## config.mk

```make
export PLATFORM = sky130hd
export DESIGN_NAME = alu4_seq_ctrl
export DESIGN_NICKNAME = d
export VERILOG_FILES = /design/src/rtl/alu4_seq_ctrl.sv
export SDC_FILE = /design/constraint.sdc
export NUM_CORES = 1
export LEC_CHECK = 0
export ABC_AREA = 0
export BUFFER_PORTS_ARGS = -buffer_cell sky130_fd_sc_hd__buf_2
export CAP_MARGIN = 20
export CORE_ASPECT_RATIO = 0.75
export CORE_MARGIN = 1.5
export CORE_UTILIZATION = 46
export DETAILED_ROUTE_END_ITERATION = 6
export PLACE_DENSITY_LB_ADDON = 0.08
export SYNTH_ARGS = -nofsm -noshare
export SYNTH_HDL_FRONTEND = slang
export SYNTH_SLANG_ARGS = --single-unit
```

## constraint.sdc

```tcl
create_clock -name clk -period 3.06 [get_ports clk]
set_clock_uncertainty 0.15 [all_clocks]
set_input_delay 0.612 -clock clk [delete_from_list [all_inputs] [get_ports clk]]
set_output_delay 0.612 -clock clk [all_outputs]
set_load 0.02 [all_outputs]
```

## src/rtl/alu4_seq_ctrl.sv

```systemverilog
// Sequencing master for an external registered 4-bit ALU: multiply by repeated add, divide by repeated subtract.
// Optional single-shot AND/OR commands (op=10/11) are enabled by defining ALU_SEQ_LOGIC_EN.
module alu4_seq_ctrl #(
  parameter int W       = 4,
  parameter int ALU_LAT = 1
) (
  input  logic         clk,
  input  logic         rst,
  input  logic         start,
  input  logic [1:0]   op,
  input  logic [W-1:0] opa,
  input  logic [W-1:0] opb,
  output logic         ready,
  output logic         busy,
  output logic         done,
  output logic [W-1:0] result,
  output logic [W-1:0] remainder,
  output logic         err,
  output logic [W-1:0] alu_a,
  output logic [W-1:0] alu_b,
  output logic [1:0]   alu_sel,
  input  logic [W-1:0] alu_res,
  input  logic         alu_cf,
  input  logic         alu_zf,
  input  logic         alu_sf
);

  localparam logic [2:0] S_IDLE  = 3'd0;
  localparam logic [2:0] S_ISSUE = 3'd1;
  localparam logic [2:0] S_WAIT  = 3'd2;
  localparam logic [2:0] S_EVAL  = 3'd3;
  localparam logic [2:0] S_FIN   = 3'd4;

  localparam logic [1:0] OP_MUL = 2'b00;
  localparam logic [1:0] OP_DIV = 2'b01;
  localparam logic [1:0] SEL_ADD = 2'b00;
  localparam logic [1:0] SEL_SUB = 2'b01;

  localparam int WCW = (ALU_LAT > 1) ? $clog2(ALU_LAT) : 1;
  localparam logic [WCW-1:0] WLAST = WCW'(ALU_LAT - 1);

  logic [2:0]     state;
  logic [WCW-1:0] wcnt;
  logic [1:0]     op_r;
  logic [W-1:0]   opa_r;
  logic [W-1:0]   opb_r;
  logic [W-1:0]   acc;    // running product, or running remainder for divide
  logic [W-1:0]   q;
  logic [W-1:0]   cnt;
  logic           ovf;

  assign ready = (state == S_IDLE);
  assign busy  = ~ready;

  always_ff @(posedge clk) begin
    if (rst) begin
      state     <= S_IDLE;
      wcnt      <= '0;
      op_r      <= '0;
      opa_r     <= '0;
      opb_r     <= '0;
      acc       <= '0;
      q         <= '0;
      cnt       <= '0;
      ovf       <= 1'b0;
      done      <= 1'b0;
      result    <= '0;
      remainder <= '0;
      err       <= 1'b0;
      alu_a     <= '0;
      alu_b     <= '0;
      alu_sel   <= SEL_ADD;
    end else begin
      done <= 1'b0;
      case (state)
        S_IDLE: begin
          if (start) begin
            op_r  <= op;
            opa_r <= opa;
            opb_r <= opb;
            ovf   <= 1'b0;
            q     <= '0;
            cnt   <= opb;
            case (op)
              OP_MUL: begin
                acc   <= '0;
                state <= (opb == '0) ? S_FIN : S_ISSUE;
              end
              OP_DIV: begin
                acc   <= opa;
                state <= (opb == '0) ? S_FIN : S_ISSUE;
              end
              default: begin
                acc <= '0;
`ifdef ALU_SEQ_LOGIC_EN
                state <= S_ISSUE;
`else
                state <= S_FIN;
`endif
              end
            endcase
          end
        end

        S_ISSUE: begin
          wcnt  <= '0;
          state <= S_WAIT;
          case (op_r)
            OP_MUL: begin
              alu_a   <= acc;
              alu_b   <= opa_r;
              alu_sel <= SEL_ADD;
            end
            OP_DIV: begin
              alu_a   <= acc;
              alu_b   <= opb_r;
              alu_sel <= SEL_SUB;
            end
            default: begin
`ifdef ALU_SEQ_LOGIC_EN
              alu_a   <= opa_r;
              alu_b   <= opb_r;
              alu_sel <= op_r;
`endif
            end
          endcase
        end

        // ALU flags are only trusted on the edge that leaves EVAL
        S_WAIT: begin
          if (wcnt == WLAST) state <= S_EVAL;
          else               wcnt  <= wcnt + 1'b1;
        end

        S_EVAL: begin
          case (op_r)
            OP_MUL: begin
              acc   <= alu_res;
              ovf   <= ovf | alu_cf;
              cnt   <= cnt - 1'b1;
              state <= (cnt == W'(1)) ? S_FIN : S_ISSUE;
            end
            OP_DIV: begin
              if (alu_sf) begin
                state <= S_FIN;
              end else if (alu_zf) begin
                q     <= q + 1'b1;
                acc   <= '0;
                state <= S_FIN;
              end else begin
                q     <= q + 1'b1;
                acc   <= alu_res;
                state <= S_ISSUE;
              end
            end
            default: begin
              acc   <= alu_res;
              state <= S_FIN;
            end
          endcase
        end

        S_FIN: begin
          done  <= 1'b1;
          state <= S_IDLE;
          case (op_r)
            OP_MUL: begin
              result    <= acc;
              remainder <= '0;
              err       <= ovf;
            end
            OP_DIV: begin
              if (opb_r == '0) begin
                result    <= '1;
                remainder <= opa_r;
                err       <= 1'b1;
              end else begin
                result    <= q;
                remainder <= acc;
                err       <= 1'b0;
              end
            end
            default: begin
`ifdef ALU_SEQ_LOGIC_EN
              result    <= acc;
              remainder <= '0;
              err       <= 1'b0;
`else
              result    <= '0;
              remainder <= '0;
              err       <= 1'b1;
`endif
            end
          endcase
        end

        default: state <= S_IDLE;
      endcase
    end
  end

endmodule

```

==> run metrics, run 1 <==
hold buffers post-CTS 0; initial antenna violation count 0; share of layout cells above drive strength 1 0.221; Worst EP arrival between 1 and 1.5 ns; Seq/Total Area, Yosys 0.428; Design Power between 1500 and 2000 uW; first-pass GRT wire length between 8000 and 9000 um; Syn Std Cell Area 2110 um2; Slew HR 0.457; Buf+Inv Stages, Crit Path 2; Crit. Startpoint state[1]$_SDFFE_PP0P_; WL met1 ~2700 um; sw frac 0.297; critical path class reg2out; Syn Nets 263; TritonCTS clock tree done; gpl congestion slightly below 0.8; initial drt markers 89; drt pass-1 iters 4; number of synthesized flops with an enable pin 0; max layer used met4; FF+latch count, synth 45; most common cell after layout, fill and taps aside dfxtp_1; Post-CTS Setup Repair Bufs 0; CTS HTree Levels 2; met2 wire len 2020 um; die height between 60 and 70 um; Port Buf Inserts 40; initial core utilization 0.474; Final ANT Viol Nets 0; Final setup viols 0; antenna diode count 0; unrepaired setup endpoints after global routing false; fmax 0.451 GHz; top cell type by total area after synthesis dfxtp_1; P per Cell Area between 600 and 700 nW/um2; core area around 4400 um2; shortest period the worst path allows 2.22 ns; Slowest Stage Delay on Critical Path roughly 0.46 ns; net switching power 459 uW; CP required approximately 2.3 ns; pre-CTS WS about 0.94 ns; hold wc startpoint result[1]$_SDFFE_PP0P_; Post-Syn Area per Cell between 8 and 9 um2; Max stage delay cell, worst path dfxtp_1; Die X ~80 um; Final Hold Fails 0; synth unique cells between 40 and 50; Flop pwr share 0.449; Longest Clk Path Bufs 2; FP Rows 21; worst-skew pair later-pin latency around 0.30 ns; CP max FO 10; Int Pwr roughly 1100 uW; met3 wire len around 170 um; Comb pwr share 0.206; Worst-path clk slew around 0.090 ns; HPWL after detailed placement around 3400 um; Final Cycle Share 0.724; area grow syn2layout 15.2%; Total Wirelength 4920 um; Final Worst Setup Slack between 0.8 and 0.9 ns; Synth async-reset ratio 0; critical path, cell by cell or3_1 -> inv_1 -> buf_2; Nets about 290; Reg-to-Reg Start state[1]$_SDFFE_PP0P_; final core occ 0.546; post-CTS sizing 0; gr ovfl total 0; area share of the largest cell type after synthesis 0.428; largest net degree at the start of global routing 45; CP startpoint kind register; TritonCTS Buffers 5; predominant post-synthesis flop cell dfxtp_1; crit end category output pin; outcome finished, final reports clean; top cells by area in the synthesized netlist dfxtp_1 (43%), a21oi_1 (5.9%), nor2_1 (5.3%); Die ar. 5000 um2; commonest non-fill, non-tap cells in the layout dfxtp_1 (45), buf_2 (40), nor2_1 (30); Hold WC Path Type reg2reg; Top delay family on crit path flip-flops; DR vias 1771; drt via density approximately 5.4; Mapped Cells 240; Leak Pwr 0.000988 uW; count of max-cap constraint violations 0; DRC 0; share of total power in the clock network 0.345; TritonCTS sink count 45; Root Driver clkbuf_8; setup tns final 0 ns; Synth warnings 0; Max VDD drop 287 uV; IO Pins 42; mean routed wirelength per cell around 15 um; vias in the first global route roughly 1600; GRT Util Overall 0.217; Slew Limit Fails 0; Worst-Margin Slew 0.815 ns
-- final timing paths --
path | endpoint | slack (ns) | depth (start not counted)
setup / recovery | ready | 0.84 | 3
hold / removal | result[1]$_SDFFE_PP0P_ | 0.31 | 2
setup reg to reg | acc[1]$_SDFFE_PP0P_ | 1.00 | 4
hold reg to reg | result[1]$_SDFFE_PP0P_ | 0.31 | 2
-- worst min-delay path: stages (launching register included) --
cell and delay [ns]:
dfxtp_1 0.31, nand2_1 0.05, a21oi_1 0.05
-- per-stage QoR --
step	cell area, um2	cells	hold WS (ns)
5_1_grt	2430	329	0.335
6_report	2430	329	0.307
2_1_floorplan	2110	240	0.296
4_1_cts	2430	329	0.312
3_3_place_gp	2290	321	0.290
3_5_place_dp	2290	321	0.297
-- cell usage after synthesis, types with 2 or more instances --
master	n
nand3_1	3
or3_1	2
nor2_1	30
dfxtp_1	45
a2111o_1	4
mux2_2	5
a22oi_1	4
o21a_1	2
a211oi_1	8
a21oi_1	25
a221oi_1	5
clkbuf_1	7
inv_1	9
buf_6	2
nor3_1	8
buf_2	5
buf_4	3
ha_1	3
nand2_1	28
nor3b_1	2
nor4_1	4
o21ai_0	4
mux2i_1	10
nor4b_4	2
xnor2_1	2
-- registers in the layout, summed over array words and instances (netlist names), 2 cells and up --
| register | count |
|---|---|
| remainder | 4 |
| alu_a | 4 |
| opb_r | 4 |
| acc | 4 |
| state | 3 |
| cnt | 4 |
| result | 4 |
| q | 4 |
| alu_b | 4 |
| op_r | 2 |
| opa_r | 4 |
-- power by group through the flow --
stage | Sequential [uW] | Clock, uW | Combinational, uW
finish | 695 | 534 | 319
global route | 704 | 569 | 358
CTS | 694 | 541 | 320
detailed placement | 708 | 0 | 319
global placement | 706 | 0 | 320
floorplan | 692 | 0 | 251
-- per-layer routing --
layer / vias up / global-route usage
met2: 30 / 0.315
met4: 0 / 0.0739
met1: 823 / 0.317
met3: 8 / 0.0459
li1: 910 / -
met5: - / 0
-- layout make-up --
| cell class | instances | area (um2) |
|---|---|---|
| clock inverters | 3 | 65.1 |
| well taps | 57 | 71.3 |
| repair buffers | 42 | 215 |
| fillers | 437 | 2010 |
| inverters | 9 | 33.8 |
| flip-flops and latches | 45 | 901 |
| multi-input cells | 168 | 1070 |
| clock buffers | 5 | 68.8 |
-- cell families (layout without fill, tap and decap cells) --
| family | count (synthesis) | after routing | share of synthesized area |
|---|---|---|---|
| compound gates | 57 | 57 | 0.179 |
| xor+xnor | 3 | 3 | 0.0125 |
| mux | 15 | 15 | 0.0743 |
| other cells | 1 | 1 | 0.00178 |
| flops | 45 | 45 | 0.428 |
| simple gates | 89 | 89 | 0.223 |
| buf+inv | 27 | 59 | 0.0636 |
| fa+ha+maj | 3 | 3 | 0.0178 |
Power figures use the tool's default switching activity.
==> inputs of run 2 (changes only) <==
- ABC_AREA: 0 -> 1
- clock period: 3.06 -> 2.1 ns (I/O delays scaled with it)
==> run 2 against run 1 <==
Flip-flop and latch count unchanged. Combinational power up 46%. Clock power is 1% higher. Via count is 13% higher. Sequential share of layout area fell by 0.79 points.
==> run metrics, run 2 <==
Post-CTS Setup Repair Bufs 0 (unchanged); Max stage delay cell, worst path dfxtp_1 (unchanged); Die ar. 5000 um2 (about the same); number of synthesized flops with an enable pin 0 (unchanged); shortest period the worst path allows slightly below 2 ns; Longest Clk Path Bufs 2 (unchanged); TritonCTS sink count 45 (unchanged); HPWL after detailed placement 3760 um (was 3400 um); CTS HTree Levels 2 (unchanged); GRT Util Overall 0.207 (was 0.217); critical path, cell by cell inv_1 -> nand2_1 -> nor2_1 -> buf_2 (was or3_1 -> inv_1 -> buf_2); drt via density 4.89 (was 5.38); synth unique cells 30 (was 43); Synth async-reset ratio 0 (unchanged); cell with the most instances after synthesis nand2_1 (was dfxtp_1); drt pass-1 iters 5 (was 4); IO Pins 42 (unchanged); Total Wirelength 4920 um (unchanged); Post-Syn Area per Cell 6.89 um2 (was 8.77 um2); Design Power 1980 uW (was 1550 uW); final core occ 0.558 (was 0.546); CP Depth 4 (was 3); area grow syn2layout 17.6% (was 15.2%); largest net degree at the start of global routing 19 (was 45); FP Rows 21 (unchanged); area share of the largest cell type after synthesis 0.428 (about the same); Slowest Stage Delay on Critical Path 0.36 ns (was 0.46 ns); Reg2Reg Depth 6 (was 4); vias in the first global route 1685 (was 1626); first-pass GRT wire length 7610 um (was 8030 um); r2r setup slk 0.41 ns (was 1.00 ns); CP startpoint kind register (unchanged); share of layout cells above drive strength 1 0.185 (was 0.221); gpl congestion 0.858 (was 0.789); mean routed wirelength per cell 12.0 um (was 15.0 um); Seq/Total Area, Yosys 0.428 (about the same); Hold WC Path Type in2reg (was reg2reg); Port Buf Inserts 40 (unchanged); Syn Nets 329 (was 263); Top delay family on crit path simple AND/OR/NAND/NOR gates (was flip-flops); RR Endpoint cnt[1]$_SDFFE_PP0P_ (was acc[1]$_SDFFE_PP0P_); hold buffers post-CTS 0 (unchanged); Nets 374 (was 294); Synth top cells by count nand2_1 (65), dfxtp_1 (45), inv_1 (41) (was dfxtp_1 (45), nor2_1 (30), nand2_1 (28)); Final Cycle Share 0.928; Worst Hold End cnt[3]$_SDFFE_PP0P_ (was result[1]$_SDFFE_PP0P_); Reg-to-Reg Start state[0]$_SDFFE_PP0P_ (was state[1]$_SDFFE_PP0P_); post-CTS sizing 0 (unchanged); P per Cell Area 798 nW/um2 (was 638 nW/um2); critical path class reg2out (unchanged); Leak Pwr 0.00113 uW (was 0.000988 uW); TritonCTS clock tree done (unchanged); Die X 81.2 um (was 81.1 um); antenna diode count 0 (unchanged); initial antenna violation count 0 (unchanged); CP max FO 5 (was 10); Final Hold Fails 0 (unchanged); fmax slightly above 0.5 GHz; Root Driver clkbuf_8 (unchanged); Synth warnings 0 (unchanged); DRC 0 (unchanged); worst-skew pair later-pin latency 0.31 ns (was 0.30 ns); Final ANT Viol Nets 0 (unchanged); Slew Limit Fails 0 (unchanged); CP required 1.53 ns (was 2.30 ns); most common cell after layout, fill and taps aside nand2_1 (was dfxtp_1); hold wc startpoint rst (was result[1]$_SDFFE_PP0P_); outcome finished, final reports clean (unchanged); FF+latch count, synth 45 (unchanged); TritonCTS Buffers 5 (unchanged); Buf+Inv Stages, Crit Path 2 (unchanged); Worst Hold Depth 2 (unchanged); area of placed instances 2390 um2 (was 2290 um2); DR vias 1999 (was 1771); predominant post-synthesis flop cell dfxtp_1 (unchanged); Worst-path clk slew 0.08 ns (was 0.09 ns); Final setup viols 0 (unchanged); Max VDD drop 380 uV (was 287 uV); Mapped Cells 306 (was 240); count of max-cap constraint violations 0 (unchanged); post-route cell area 2480 um2 (was 2430 um2); unrepaired setup endpoints after global routing false (unchanged); gr ovfl total 0 (unchanged); commonest non-fill, non-tap cells in the layout nand2_1 (65), dfxtp_1 (45), inv_1 (41) (was dfxtp_1 (45), buf_2 (40), nor2_1 (30)); Syn Std Cell Area 2110 um2 (about the same); top cells by area in the synthesized netlist dfxtp_1 (43%), nand2_1 (12%), a21oi_1 (9.3%) (was dfxtp_1 (43%), a21oi_1 (5.9%), nor2_1 (5.3%)); Filler Cell Count 453 (was 437); Worst EP arrival 1.38 ns (was 1.45 ns); top cell type by total area after synthesis dfxtp_1 (unchanged); core area 4440 um2 (unchanged); initial drt markers 66 (was 89); setup tns final 0 ns (unchanged); die height 61.6 um (about the same); crit end category output pin (unchanged); initial core utilization 0.474 (about the same)
-- run 2: cell types whose count changed after synthesis, sizes merged, moves of 7 or more --
| cell | delta |
|---|---|
| a211oi | -8 |
| nor3 | -7 |
| inv | +34 |
| buf | -7 |
| nand4 | +7 |
| nand3 | +16 |
| mux2i | -10 |
| a21oi | +14 |
| o21ai | +33 |
| nand2 | +39 |
-- run 2: layer usage --
metal	part of all wire	track usage
met1	0.50	0.274
met2	0.43	0.339
met3	0.050	0.0459
met5	0	0
met4	0.014	0.0665
-- run 2: power by group --
part,total (uW),internal [uW],switching (uW)
Sequential,968,926,41.5
Clock,541,236,305
Combinational,467,153,315
-- run 2: area by class of cell --
class                      count  area, um2  share of cell area
timing repair buffer          46        245              0.0989
clock inverter                 3       22.5             0.00909
multi-input combinational    210       1010               0.406
tap                           57       71.3              0.0288
clock buffer                   5       68.8              0.0278
inverter                      43        164              0.0661
sequential                    45        901               0.363
-- run 2: through the flow --
step	hold WS (ns)	instances	worst slack, ns
6_report	0.195	409	0.150
5_1_grt	0.200	409	0.0452
4_1_cts	0.190	409	0.125
3_5_place_dp	0.284	401	0.440
3_3_place_gp	0.279	401	0.464
2_1_floorplan	0.283	306	0.383
-- run 2: kinds of logic (layout without fill, tap and decap cells) --
| logic type | after synthesis | count (layout) | synth area share |
|---|---|---|---|
| fa+ha+maj | 3 | 3 | 0.0178 |
| flops | 45 | 45 | 0.428 |
| other cells | 1 | 1 | 0.00178 |
| compound gates | 77 | 77 | 0.186 |
| buf+inv | 51 | 97 | 0.0950 |
| simple gates | 127 | 127 | 0.264 |
| xor+xnor | 2 | 2 | 0.00832 |
-- run 2: worst max-delay path by stage --
stage	from	end	slack [ns]
finish	state[1]$_SDFFE_PP0P_	ready	0.15
global route	state[1]$_SDFFE_PP0P_	ready	0.05
CTS	state[1]$_SDFFE_PP0P_	ready	0.13
detailed placement	state[0]$_SDFFE_PP0P_	cnt[1]$_SDFFE_PP0P_	0.44
global placement	state[1]$_SDFFE_PP0P_	ready	0.46
floorplan	state[1]$_SDFFE_PP0P_	busy	0.38
==> inputs of run 3 (changes only) <==
- REMOVE_ABC_BUFFERS: default -> 1
==> run 3 against run 2 <==
Non-clock buffer count unchanged. Clock-buffer cell count stayed put. First-iteration DRC count rose by 89%. Critical endpoint is now busy. Largest power group unchanged.
==> run metrics, run 3 (synthesized netlist as in run 2, its figures left out) <==
met2 GRT Util 0.351 (was 0.339); Final Hold Fails 0 (unchanged); Final Cycle Share 0.903 (was 0.928); met3 usage 0.0474 (was 0.0459); TritonCTS sink count 45 (unchanged); initial core utilization 0.474 (unchanged); Longest Clk Path Bufs 2 (unchanged); setup tns final 0 ns (unchanged); initial drt markers 125 (was 66); Slew Limit Fails 0 (unchanged); Worst-path clk slew 0.09 ns (was 0.08 ns); pre-CTS WS 0.446 ns (was 0.440 ns); Die ar. 5000 um2 (unchanged); Slowest Stage Delay on Critical Path 0.37 ns (was 0.36 ns); Final ANT Viol Nets 0 (unchanged); largest net degree at the start of global routing 20 (was 19); CP max FO 5 (unchanged); Hold WC Path Type in2reg (unchanged); Slew HR 0.629; unrepaired setup endpoints after global routing false (unchanged); IO Pins 42 (unchanged); final core occ 0.568 (was 0.558); shortest period the worst path allows 1.90 ns (was 1.95 ns); CP required 1.53 ns (about the same); drt via density 4.94 (was 4.89); P per Cell Area 878 nW/um2 (was 798 nW/um2); Max stage delay cell, worst path dfxtp_1 (unchanged); commonest non-fill, non-tap cells in the layout nand2_1 (65), dfxtp_1 (45), inv_1 (41) (unchanged); TritonCTS Buffers 5 (unchanged); vias in the first global route 1743 (was 1685); DRC 0 (unchanged); Leak Pwr 0.00115 uW (was 0.00113 uW); Post-CTS Setup Repair Bufs 0 (unchanged); critical path class reg2out (unchanged); Root Driver clkbuf_8 (unchanged); met1 Use GR 0.312 (was 0.274); DR vias 2020 (was 1999); worst hold margin 0.220 ns (was 0.195 ns); TritonCTS clock tree done (unchanged); Buf+Inv Stages, Crit Path 3 (was 2); area grow syn2layout 19.8% (was 17.6%); core area 4440 um2 (unchanged); Port Buf Inserts 40 (unchanged); first-pass GRT wire length 8260 um (was 7610 um); Worst EP arrival 1.33 ns (was 1.38 ns); mean routed wirelength per cell 12.3 um (was 12.0 um); most common cell after layout, fill and taps aside nand2_1 (unchanged); crit end category output pin (unchanged); count of max-cap constraint violations 0 (unchanged); gr ovfl total 0 (unchanged); HPWL after detailed placement 3810 um (was 3760 um); CP startpoint kind register (unchanged); gpl congestion 0.879 (was 0.858); fmax 0.528 GHz (was 0.513 GHz); Final setup viols 0 (unchanged); Top delay family on crit path flip-flops (was simple AND/OR/NAND/NOR gates); FP Rows 21 (unchanged); Final Worst Setup Slack 0.205 ns (was 0.150 ns); GR peak layer met2 (unchanged); share of layout cells above drive strength 1 0.188 (was 0.185); worst-skew pair later-pin latency 0.30 ns (was 0.31 ns); CTS HTree Levels 2 (unchanged); post-route cell area 2520 um2 (was 2480 um2); area of placed instances 2390 um2 (unchanged); drt pass-1 iters 4 (was 5); Max VDD drop 380 uV (about the same); GRT Util Overall 0.224 (was 0.207); outcome finished, final reports clean (unchanged); critical path, cell by cell inv_1 -> nand2_1 -> nor2_2 -> inv_1 -> buf_2 (was inv_1 -> nand2_1 -> nor2_1 -> buf_2); Total Wirelength 5030 um (was 4920 um); initial antenna violation count 0 (unchanged); Worst-Margin Slew approximately 0.56 ns; die height 61.6 um (unchanged); Nets 374 (unchanged); Die X 81.2 um (unchanged); CP dominant cell by count inv_1; antenna diode count 0 (unchanged)
## run 3: layer usage
metal / part of all wire / up-vias
met3: 0.039 / 7
li1: - / 1080
met4: 0.012 / 0
met5: 0 / -
met1: 0.51 / 895
met2: 0.43 / 38
## run 3: timing repair
item / 4_1_cts / 5_1_grt
gates resized for setup: 0 / 1
setup endpoints to repair: 0 / 2
hold buffers: 0 / 0
## run 3: power breakdown
group	leakage (uW)	internal (uW)	switching (uW)
Sequential	0.000368	926	41.4
Combinational	0.000714	154	316
Clock	0.0000681	473	305
Total	0.00115	1550	663
## run 3: through the flow
stage / instances / total power, uW
after global routing: 409 / 2340
after CTS: 409 / 2220
after floorplan: 298 / 1300
after global placement: 401 / 1450
final: 409 / 2220
after detailed placement: 401 / 1450
## run 3: layout make-up
type,count,area [um2]
fill,448,1920
multi-input combinational,210,1010
sequential,45,901
timing repair buffer,46,245
inverter,43,164
tap,57,71.3
clock buffer,5,68.8
clock inverter,3,65.1
## run 3: path summary, 6_finish.rpt
check	startpoint	to	slack, ns	cells past startpoint
max reg2reg	state[0]$_SDFFE_PP0P_	acc[1]$_SDFFE_PP0P_	0.45	8
min	alu_cf	ovf$_SDFFE_PP0P_	0.22	3
min reg2reg	alu_sel[0]$_SDFFE_PP0P_	alu_sel[0]$_SDFFE_PP0P_	0.30	2
max	state[1]$_SDFFE_PP0P_	busy	0.20	5
## run 3: worst reg2reg max path: stages, from the launching register on
cell	delay [ns]
dfxtp_1	0.46
nand2_2	0.11
nor2_4	0.27
inv_4	0.12
nand2_4	0.12
o21ai_2	0.12
nand2_1	0.08
nand2_1	0.04
nor2_1	0.11
